$ cat src/rtl/imem_loader.sv
// imem_loader: boot-time loader that turns a byte stream into 32-bit instruction-memory writes
// and holds the core in reset until the final word has been written.
module imem_loader #(
   parameter int DEPTH = 64,
   parameter int CNT_W = 16
) (
   input  logic        clk,
   input  logic        reset,
   input  logic [7:0]  in_data,
   input  logic        in_valid,
   output logic        in_ready,
   output logic        imem_we,
   output logic [63:0] imem_addr,
   output logic [31:0] imem_wdata,
   output logic        core_hold,
   output logic        load_done,
   output logic        load_err
);
   localparam int AW = $clog2(DEPTH);
   typedef enum logic [2:0] {HDR0, HDR1, DATA, FLUSH, DONE, ERR} state_t;
   state_t           state;
   logic [CNT_W-1:0] count;
   logic [CNT_W-1:0] hdr;
   logic [AW:0]      word_idx;
   logic [1:0]       byte_idx;
   logic [23:0]      word;
   logic             take;
   logic             last;
   assign in_ready = state == HDR0 || state == HDR1 || state == DATA;
   assign take = in_valid && in_ready;
   assign hdr = CNT_W'({in_data, count[7:0]});
   assign last = CNT_W'(word_idx) + CNT_W'(1) == count;
   always_ff @(posedge clk) begin
      if (!reset) begin
         state      <= HDR0;
         count      <= '0;
         word_idx   <= '0;
         byte_idx   <= '0;
         word       <= '0;
         imem_we    <= 1'b0;
         imem_addr  <= '0;
         imem_wdata <= '0;
         core_hold  <= 1'b1;
         load_done  <= 1'b0;
         load_err   <= 1'b0;
      end else begin
         imem_we <= 1'b0;
         case (state)
            HDR0: if (take) begin
               count[7:0] <= in_data;
               state      <= HDR1;
            end
            HDR1: if (take) begin
               count    <= hdr;
               word_idx <= '0;
               byte_idx <= '0;
               if (hdr == '0 || hdr > CNT_W'(DEPTH)) begin
                  state    <= ERR;
                  load_err <= 1'b1;
               end else state <= DATA;
            end
            DATA: if (take) begin
               byte_idx <= byte_idx + 2'd1;
               if (byte_idx == 2'd3) begin
                  imem_we    <= 1'b1;
                  imem_addr  <= 64'({word_idx, 2'b00});
                  imem_wdata <= {in_data, word};
                  word_idx   <= word_idx + 1'b1;
                  if (last) state <= FLUSH;
               end else word[{byte_idx, 3'b000} +: 8] <= in_data;
            end
            FLUSH: begin
               state     <= DONE;
               core_hold <= 1'b0;
               load_done <= 1'b1;
            end
            default: ;
         endcase
      end
   end
endmodule

$ cat config.mk
export PLATFORM = sky130hd
export DESIGN_NAME = imem_loader
export DESIGN_NICKNAME = d
export VERILOG_FILES = /design/src/rtl/imem_loader.sv
export SDC_FILE = /design/constraint.sdc
export NUM_CORES = 1
export LEC_CHECK = 0
export BUFFER_PORTS_ARGS = -buffer_cell sky130_fd_sc_hd__buf_2
export CORE_ASPECT_RATIO = 1.75
export CORE_MARGIN = 8
export CORE_UTILIZATION = 50
export CTS_CLUSTER_DIAMETER = 200
export DETAILED_ROUTE_END_ITERATION = 16
export PLACE_DENSITY = 0.85
export SYNTH_ARGS = -nofsm -noshare
export SYNTH_HDL_FRONTEND = slang
export SYNTH_SLANG_ARGS = --single-unit
$ cat constraint.sdc
create_clock -name clk -period 2.1 [get_ports clk]
set_input_delay 0.315 -clock clk [delete_from_list [all_inputs] [get_ports clk]]
set_output_delay 0.315 -clock clk [all_outputs]
set_load 0.02 [all_outputs]
# Word-level counts from Yosys, hierarchy flattened

Index checks and enable logic that the tools add are counted.

Output and inout port bits: 101
Input bits: 11
Register bits after elaboration: 95
Word-level logic and storage cells: 66

Bitwise operators: 2
Shift-type cells: 2
Reductions and logical operators: 17
Add/subtract/negate cells: 4
Order comparisons: 1
Equality and inequality tests: 10
Multiplexer cells: 18

Operators with widths:

| cell                                                                              | count |
|---|---|
| 24-bit bitwise mux                                                                | 1 |
| 8-bit by 7-bit variable shift with 24-bit output (first input constant)           | 1 |
| 8-bit by 7-bit indexed part select with 24-bit output                             | 1 |
| 7-bit two-way mux                                                                 | 3 |
| 3-bit two-way mux                                                                 | 6 |
| 3-bit AND reduction                                                               | 6 |
| 8-bit by 16-bit == test with 1-bit output                                         | 1 |
| 16-bit by 7-bit greater-than comparator with 1-bit output (second input constant) | 1 |
| 16-bit logical NOT                                                                | 1 |
| 8-bit case mux with 2 select lines                                                | 1 |
| 7-bit case mux with 2 select lines                                                | 1 |
| 3-bit case mux with 4 select lines                                                | 1 |
| 7-bit by 1-bit adder with 8-bit output (second input constant)                    | 1 |
| 8-bit two-way mux                                                                 | 1 |
| 2-bit != test (second input constant)                                             | 4 |
| 7-bit by 1-bit adder with 7-bit output (second input constant)                    | 1 |
| 5-bit negator with 7-bit output                                                   | 1 |
| 3-bit by 2-bit == test with 1-bit output (second input constant)                  | 2 |
| 6-bit AND reduction                                                               | 1 |
| 2-bit two-way mux                                                                 | 2 |
| 2-bit case mux with 2 select lines                                                | 1 |
| 4-bit AND reduction                                                               | 1 |
| 4-bit nonzero test                                                                | 1 |
| 3-bit by 1-bit == test with 1-bit output (second input constant)                  | 1 |
| 10 further kinds                                                                  | 13 |

# Depth between registers and ports, before layout

Gate-level depths: netlist (run 1).

Depth in word-level cells: 6
Gate-level depth with buffers: 8
Depth with buffers taken out: 6

# Least setup slack after synthesis (run 1)

Ideal clock, no wire load.

Path type: register to register
From: reg byte_idx[0]
To: reg word[0]
Period minus slack after synthesis: 1.708 ns
Slack: 0.392 ns
Required time: 2.030 ns
Arrival: 1.638 ns
Setup time: 0.070 ns
Stages on the path, launching flop included: 6
Path buffers: 0
Cells stage by stage: dfxtp_1 -> inv_1 -> ha_1 -> nor3b_1 -> nand3_1 -> a21boi_1

Cells in the longest elaborated chain, start to end: 3

Ends and longest elaborated chain:

| what                                                                          | RTL line | source |
|---|---|---|
| start, declared                                                               | 25       | `logic [1:0] byte_idx;` |
| start signal, assigned                                                        | 63       | `byte_idx <= byte_idx + 2'd1;` |
| 5-bit negator with 7-bit output or 2-bit == test (tied branches)              | 70, 64   |  |
| 8-bit by 7-bit indexed part select with 24-bit output (tied with other cells) | 70       | `end else word[{byte_idx, 3'b000} +: 8] <= in_data;` |
| 24-bit bitwise mux or 3-bit AND reduction (tied branches)                     | -        |  |
| end signal, assigned by index                                                 | 70       |  |
| end, declared                                                                 | 26       | `logic [23:0] word;` |

Parallel ways exist; a longest one is shown, timed or not.
A chain may end at the register's enable or synchronous reset.

# Worst setup path after layout (run 1)

From: reg word_idx[0]
To: reg state[0]

Cells in the longest elaborated chain, start to end: 4

Ends and longest elaborated chain:

| what                                      | RTL line | source |
|---|---|---|
| start, declared                           | 24       | `logic [AW:0] word_idx;` |
| start signal, assigned                    | 68       | `word_idx <= word_idx + 1'b1;` |
| 7-bit by 1-bit adder with 8-bit output    | 32       | `assign last = CNT_W'(word_idx) + CNT_W'(1) == count;` |
| 8-bit by 16-bit == test with 1-bit output | 32       |  |
| 2-bit != test (no source line)            | -        |  |
| 6-bit AND reduction (no source line)      | -        |  |
| end signal, assigned                      | 35       | `state <= HDR0;` |
| end signal, assigned                      | 51       | `state <= HDR1;` |
| end signal, assigned                      | 58       | `state <= ERR;` |
| end, declared                             | 21       | `state_t state;` |

No other way between the ends.

==> results of run 1 <==
==> registers in the layout, summed over array words and instances (netlist names) <==
register	count
imem_addr	7
count	16
imem_wdata	32
load_done	1
imem_we	1
word_idx	7
state	3
core_hold	1
load_err	1
word	24
byte_idx	2
==> kinds of logic (layout without fill, tap and decap cells) <==
group | after synthesis | count (layout) | synth area share [%]
DFF | 95 | 95 | 42.4
buffers and inverters | 92 | 86 | 13.0
and+or+nand+nor | 228 | 228 | 23.2
other | 1 | 57 | 0.0836
xor gates and xnor gates | 10 | 10 | 1.95
AOI/OAI and AO/OA | 108 | 108 | 17.5
muxes | 1 | 1 | 0.223
adders and majority gates | 6 | 6 | 1.67
==> worst paths after layout <==
check / end / cells past startpoint
max: state[0] / 6
min: count[9] / 3
max reg2reg: state[0] / 6
min reg2reg: core_hold / 2
==> per-layer routing <==
metal	wire length, µm	share of wire, %
met1	3980	37
met2	5520	51
met3	771	7.2
met4	461	4.3
met5	0	0
==> placed cells by master, fill, tap and decap left out, types with 8 or more instances in the layout <==
| cell type | instances |
|---|---|
| dfxtp_1 | 95 |
| nor2_1 | 11 |
| clkbuf_16 | 9 |
| nand2_1 | 145 |
| buf_4 | 13 |
| xnor2_1 | 8 |
| a21boi_1 | 84 |
| conb_1 | 57 |
| nand3_1 | 29 |
| buf_2 | 54 |
==> metrics by stage <==
step,worst slack [ns],power (µW)
floorplan,0.392,2180
global placement,0.253,2150
detailed placement,0.217,2160
CTS,0.218,3720
global route,0.142,3810
finish,0.210,3690
==> power breakdown <==
group | internal [µW] | total [µW] | switching, µW
combinational | 81.8 | 284 | 202
sequential | 1820 | 1840 | 18.8
clock | 919 | 1560 | 640
total | 2820 | 3690 | 861
==> cell type report <==
class	instances	area (µm²)	area share [%]
multi-input cells	410	2210	45.0
flip-flops and latches	95	1900	38.6
clock buffers	14	244	4.96
inverters	4	15.0	0.305
clock inverters	1	30.0	0.610
repair buffers	67	368	7.48
well taps	120	150	3.05
==> worst min-delay path, delay by kind of cell <==
family / cells / cell delay, ns
AOI/OAI and AO/OA: 1 / 0.05
buffers and inverters: 1 / 0.15
and+or+nand+nor: 1 / 0.07
==> qor.yml, run 1 <==
hpwl_mm: 7.95
fin_area_um2: 4920
timing.hold.ws_ns: 0.283
cap_violations: 0
synth_commonest_cells: "145 x nand2_1, 95 x dfxtp_1, 84 x a21boi_1"
end_kind: "register"
grt_pass1_vias: 3487
area_delta_synth_final_pct: 9.71
ant_nets: 0
crit_family: "simple AND/OR/NAND/NOR gates"
p_per_area_nw_per_um2: 749
cts_hold_buf: 0
fmax_ghz: 0.529
path_buf_inv: 0
cts_tree: "yes"
utilization_pct: 55.2
hold_viol: 0
drc: 0
num_vias: 3614
initial_core_util_pct: 50.3
die_x_um: 87.6
synth_cell_types: 42
place_area_um2: 4650
io_buffers: 54
r2r_slack_ns: 0.21
die_area_um2: 12400
synthMostInstantiatedCell: "nand2_1"
layout.nets: 604
required_ns: 2.38
crit_path_max_fanout: 6
crit_type: "reg2reg"
synth_top_area_share_pct: 42.4
fillCellCount: 833
cpMaxStageDelayCell: "dfxtp_1"
rows: 46
p_leak_uw: 0.00198
skew_ns: 0.00710
period_minus_slack_ns: 1.89
num_antenna_cells: 0
busiest_layer: "met2"
rsz0062_at_grt: "no"
synthCells: 541
startpoint: "word_idx[0]"
setup_viol: 0
final-instance-count-excl-fill: 711
place.gp.congestion: 0.874
die-height_um: 141
synth_edf_count: 0
root_buffer: "clkbuf_16"
gr-usage-met2_pct: 31.4
grt_max_degree: 97
syn_area_um2: 4490
gr-total-overflow: 0
worst_pin_slew_ns: 0.727
clk_pin_slew_ns: 0.06
cts_sinks: 95
vdd_drop_max_mv: 0.517
async_reset_ff_share_pct: 0
routed_wl_mm: 10.7
insertion_delay_ns: 0.35
wl_per_cell_um: 15.1
vias_per_cell: 5.08
outcome: "complete, no violations"
hp-start: "in_data[1]"
timing.slew.headroom_pct: 51.6
post_cts_buffers: 0
cts_buffer_depth: 2
synth.avg_cell_area_um2: 8.29
synth_top_cell_by_area: "dfxtp_1"
synth_area_leaders: "dfxtp_1 42%, a21boi_1 14%, nand2_1 12%, buf_4 9.5%, nand3_1 3.2%"
slew_viol_final: 0
yosysWarnings: 0
min_period_over_period_pct: 90.0
cts_inserted_buffers: 9
yosysSeqAreaShare_pct: 42.4
antenna_found_initial: 0
grt_util_met1_pct: 17.8
ios: 112
crit_path_start_kind: "register"
core_area_um2: 8920
rr_startpoint: "word_idx[0]"
ys_ff_latch: 95
cts_resized: 0
hold_path_class: "in2reg"
drtIter0Drc: 326
drive_above_1_share_pct: 14.2
tns_ns: 0
grt_util_met3_pct: 3.59
crit_chain: "ha_1 -> xor2_1 -> or4_1 -> nor4_1 -> nand4_1 -> a21oi_2"
grt_pass1_wl_mm: 16.9
track_usage_pct: 17.6
worstPathArrival_ns: 2.17
cts_max_level: 3
firstDrtPassIters: 4
cpPeakStageDelay_ns: 0.43
dp.cells: 696
synth_flop_cell: "dfxtp_1"
No activity file was read; power rests on OpenSTA's default activity.
==> run 2: changes to the inputs <==
Settings changed: CTS_CLUSTER_SIZE set to 20, PLACE_DENSITY 0.85 to 0.73.
==> run 2 against run 1 <==
Against the previous run: combinational power is essentially flat; design area about the same; via count is 0.42% lower; clock skew rose by 0.00076 ns; sequential share of layout area hardly changed; hold slack improved by 0.014 ns; critical path depth did not move; fmax is 0.31% higher; setup slack improved by 0.0059 ns; clock power fell by 3%; global-route usage is 0.34 points lower; non-clock buffer count is 1 lower.
==> qor.yml, run 2 (same netlist as run 1, synthesis figures left out) <==
die_area_um2: 12400
wl_met3_um: 690
clk_pin_slew_ns: 0.07
startpoint: "word_idx[0]"
tns_ns: 0
worst-path-stages: 6
final_cell_mix: "145 x nand2_1, 95 x dfxtp_1, 84 x a21boi_1"
cts_resized: 0
hpwl_mm: 7.68
io_buffers: 54
firstDrtPassIters: 4
cts_hold_buf: 0
rr_worst_depth: 6
min_period_over_period_pct: 89.7
period_minus_slack_ns: 1.88
hold_path_class: "in2reg"
place_area_um2: 4640
cts_buffer_depth: 2
required_ns: 2.38
final-instance-count-excl-fill: 711
p_leak_uw: 0.00197
antenna_found_initial: 0
ios: 112
cts_sinks: 95
crit_chain: "ha_1 -> xor2_1 -> or4_1 -> nor4_1 -> nand4_1 -> a21oi_2"
p_per_area_nw_per_um2: 741
rsz0062_at_grt: "no"
rr_startpoint: "word_idx[0]"
worstReg2RegEnd: "state[0]"
vdd_drop_max_mv: 0.515
fillCellCount: 837
end_kind: "register"
grt_max_degree: 97
cpPeakStageDelay_ns: 0.43
fin_area_um2: 4920
endpoint: "state[0]"
die_x_um: 87.6
fmax_ghz: 0.531
drtIter0Drc: 189
insertion_delay_ns: 0.35
num_antenna_cells: 0
die-height_um: 141
gr-total-overflow: 0
cts_max_level: 3
drive_above_1_share_pct: 15.1
rows: 46
num_vias: 3599
drc: 0
top_register: "imem_wdata"
cpMaxStageDelayCell: "dfxtp_1"
initial_core_util_pct: 50.3
r2r_slack_ns: 0.22
track_usage_pct: 17.3
setup_viol: 0
cts_inserted_buffers: 9
wl_met2_mm: 5.23
ant_nets: 0
area_delta_synth_final_pct: 9.68
worst_pin_slew_ns: 0.728
vias_per_cell: 5.06
routed_wl_mm: 10.3
layout.cells.most_common: "nand2_1"
core_area_um2: 8920
wl_per_cell_um: 14.5
top_regs: "imem_wdata: 32 flops, word: 24 flops, count: 16 flops"
crit_path_start_kind: "register"
dr.max_layer_used: "met4"
cap_violations: 0
layout.nets: 603
slew_viol_final: 0
largest_register_ffs: 32
post_cts_buffers: 0
hold_viol: 0
path_buf_inv: 0
crit_family: "simple AND/OR/NAND/NOR gates"
place.gp.congestion: 0.883
timing.slew.headroom_pct: 51.5
dp.cells: 695
skew_ns: 0.00786
wl_met1_mm: 3.95
root_buffer: "clkbuf_16"
cts_tree: "yes"
outcome: "complete, no violations"
crit_path_max_fanout: 6
grt_pass1_vias: 3516
crit_type: "reg2reg"
grt_pass1_wl_mm: 16.8
worstPathArrival_ns: 2.16
==> run 2: cell types whose count changed in the layout (fill, tap and decap cells not counted), sizes merged <==
| cell | before | now |
|---|---|---|
| clkbuf | 14 | 9 |
| clkinv | 0 | 3 |
| clkinvlp | 0 | 2 |
| inv | 4 | 6 |
| buf | 67 | 66 |
| bufinv | 1 | 0 |
==> run 2: report_power, final <==
| part | switching, µW | total [µW] | internal, µW | leakage [µW] |
|---|---|---|---|---|
| Clock | 708 | 1520 | 812 | 0.000132 |
| Combinational | 203 | 285 | 81.8 | 0.00107 |
| Sequential | 19.8 | 1840 | 1820 | 0.000767 |
==> run 2: worst min-delay path by stage <==
stage	from	endpoint	slack [ns]	cells past startpoint
6_report	in_data[2]	count[10]	0.30	3
5_1_grt	in_data[3]	count[3]	0.30	3
4_1_cts	in_data[1]	count[1]	0.28	3
3_5_place_dp	imem_wdata[10]	imem_wdata[10]	0.44	2
3_3_place_gp	core_hold	core_hold	0.43	2
2_1_floorplan	count[15]	count[15]	0.43	2
==> run 2: layout make-up <==
type / instances / area (µm²) / share of cell area [%]
clock inverter: 7 / 55.1 / 1.12
sequential: 95 / 1900 / 38.7
tap: 120 / 150 / 3.05
multi-input combinational: 410 / 2210 / 45.0
clock buffer: 9 / 225 / 4.58
timing repair buffer: 66 / 360 / 7.32
inverter: 4 / 15.0 / 0.305
==> run 2: worst min-delay path, stage by stage <==
cell and delay [ns]:
buf_2 0.16, nand2_1 0.07, a21boi_1 0.05
==> run 2: metrics by stage <==
step / hold WS [ns] / utilization (%) / total power (µW) / worst slack [ns]
after detailed placement: 0.442 / 52.0 / 2160 / 0.235
after floorplan: 0.430 / - / 2180 / 0.392
after CTS: 0.283 / 55.1 / 3680 / 0.215
final: 0.297 / 55.1 / 3650 / 0.215
after global placement: 0.430 / 52.0 / 2160 / 0.276
after global routing: 0.301 / 55.1 / 3790 / 0.0930
==> run 2: per-layer routing <==
layer | vias up | global-route usage, %
met4 | 0 | 10.6
met1 | 1670 | 18.2
met5 | - | 0
met3 | 32 | 3.88
li1 | 1773 | -
met2 | 124 | 30.0
==> run 3: changes to the inputs <==
==> constraint.sdc (replaced) <==
create_clock -name clk -period 2.1 [get_ports clk]
set_input_delay 0.105 -clock clk [delete_from_list [all_inputs] [get_ports clk]]
set_output_delay 0.105 -clock clk [all_outputs]
set_load 0.02 [all_outputs]
==> run 3 against run 2 <==
Against the previous run: hold slack got worse by 0.20 ns; sequential power about the same; critical path type unchanged; die area unchanged; first-iteration DRC count grew 10%; largest cell class unchanged; power is 1.3% higher; design area is 0.61% higher; sequential share of layout area shrank 0.23 points.
==> qor.yml, run 3 (same netlist as run 1, synthesis figures left out) <==
area_delta_synth_final_pct: 10.3
top_register: "imem_wdata"
end_kind: "register"
switching_share_pct: 22.9
required_ns: 2.38
dp_slack_ns: 0.247
tns_ns: 0
layout.cells.most_common: "nand2_1"
cts_buffer_depth: 2
seq_power_share_pct: 49.9
io_buffers: 54
cts_max_level: 3
track_usage_pct: 17.0
multi_input_area_um2: 2210
final_cell_mix: "145 x nand2_1, 95 x dfxtp_1, 84 x a21boi_1"
grt_max_degree: 97
p_per_area_nw_per_um2: 747
crit_chain: "ha_1 -> xor2_1 -> or4_1 -> nor4_1 -> nand4_1 -> a21oi_2"
clkPwrFrac_pct: 42.3
hpwl_mm: 7.55
cts_inserted_buffers: 9
largest_register_ffs: 32
rr_startpoint: "word_idx[0]"
crit_path_max_fanout: 6
post_cts_buffers: 0
worstPathArrival_ns: 2.12
regArea_um2: 1900
num_vias: 3609
hp-start: "in_data[4]"
p_leak_uw: 0.00200
die_x_um: 87.6
outcome: "complete, no violations"
fillCellCount: 837
cts_resized: 0
ant_nets: 0
fin_area_um2: 4950
place.gp.congestion: 0.901
rsz0062_at_grt: "no"
wl_per_cell_um: 14.4
rows: 46
cap_violations: 0
grt_pass1_wl_mm: 16.5
drive_above_1_share_pct: 14.8
top_regs: "imem_wdata: 32 flops, word: 24 flops, count: 16 flops"
drc: 0
startpoint: "word_idx[0]"
skew_ns: 0.00268
cts_tree: "yes"
hold_viol: 0
clk_pin_slew_ns: 0.06
drtIter0Drc: 208
cts_sinks: 95
gr-total-overflow: 0
num_antenna_cells: 0
hold_path_class: "in2reg"
die_area_um2: 12400
vdd_drop_max_mv: 0.511
vias_per_cell: 5.06
antenna_found_initial: 0
grt_pass1_vias: 3459
comb_power_share_pct: 7.8
fmax_ghz: 0.542
cpMaxStageDelayCell: "dfxtp_1"
timing.hold.ws_ns: 0.0966
period_minus_slack_ns: 1.84
place_area_um2: 4670
insertion_delay_ns: 0.34
crit_type: "reg2reg"
internal-power_uw: 2850
setup_slack_ns: 0.257
crit_path_start_kind: "register"
slew_viol_final: 0
min_period_over_period_pct: 87.8
timing.slew.headroom_pct: 50.0
firstDrtPassIters: 5
finalPower_uw: 3700
worst_pin_slew_ns: 0.750
ios: 112
core_area_um2: 8920
cts_hold_buf: 0
cpPeakStageDelay_ns: 0.42
root_buffer: "clkbuf_16"
setup_viol: 0
initial_core_util_pct: 50.3
die-height_um: 141
layout.nets: 607
routed_wl_mm: 10.3
p_sw_uw: 848
## run 3: changes by cell type in the layout (fill, tap and decap cells not counted), sizes merged
cell,before,now
inv,6,4
bufinv,0,1
clkbuf,9,13
clkinvlp,2,0
clkinv,3,0
buf,66,70
## run 3: worst paths after layout
check,to,cells after the start,slack [ns]
worst max-delay path,state[0],6,0.26
worst min register to register,core_hold,2,0.45
worst max register to register,state[0],6,0.26
worst min-delay path,count[4],3,0.1
## run 3: layout make-up
class | instances | share of cell area (%)
repair buffers | 70 | 7.89
multi-input cells | 410 | 44.7
inverters | 4 | 0.303
flip-flops and latches | 95 | 38.4
well taps | 120 | 3.03
clock buffers | 13 | 5.06
clock inverters | 1 | 0.607
## run 3: metrics by stage
step / std cells / utilization, %
2_1_floorplan: 597 / -
3_3_place_gp: 699 / 52.3
3_5_place_dp: 699 / 52.3
4_1_cts: 713 / 55.5
5_1_grt: 713 / 55.5
6_report: 713 / 55.5
## run 3: power by group through the flow
stage	clock network, µW	registers (µW)	logic (µW)
finish	1570	1840	288
CTS	1620	1840	283
global placement	0	1880	279
global route	1680	1840	310
detailed placement	0	1880	282
floorplan	0	1880	299
## run 3: worst max-delay path, delay by kind of cell (launching register included)
family / cells / cell delay, ns
AOI/OAI and AO/OA: 1 / 0.17
xor gates and xnor gates: 1 / 0.15
adders and majority gates: 1 / 0.29
DFF: 1 / 0.42
and+or+nand+nor: 3 / 0.76
## run 3: layer usage
layer  track usage [%]  vias up  wire length, µm
li1                  -     1775                -
met1              17.1     1663             3890
met2              29.8      142             5170
met3              4.23       29              799
met4              11.4        0              414
met5                 0        -                0
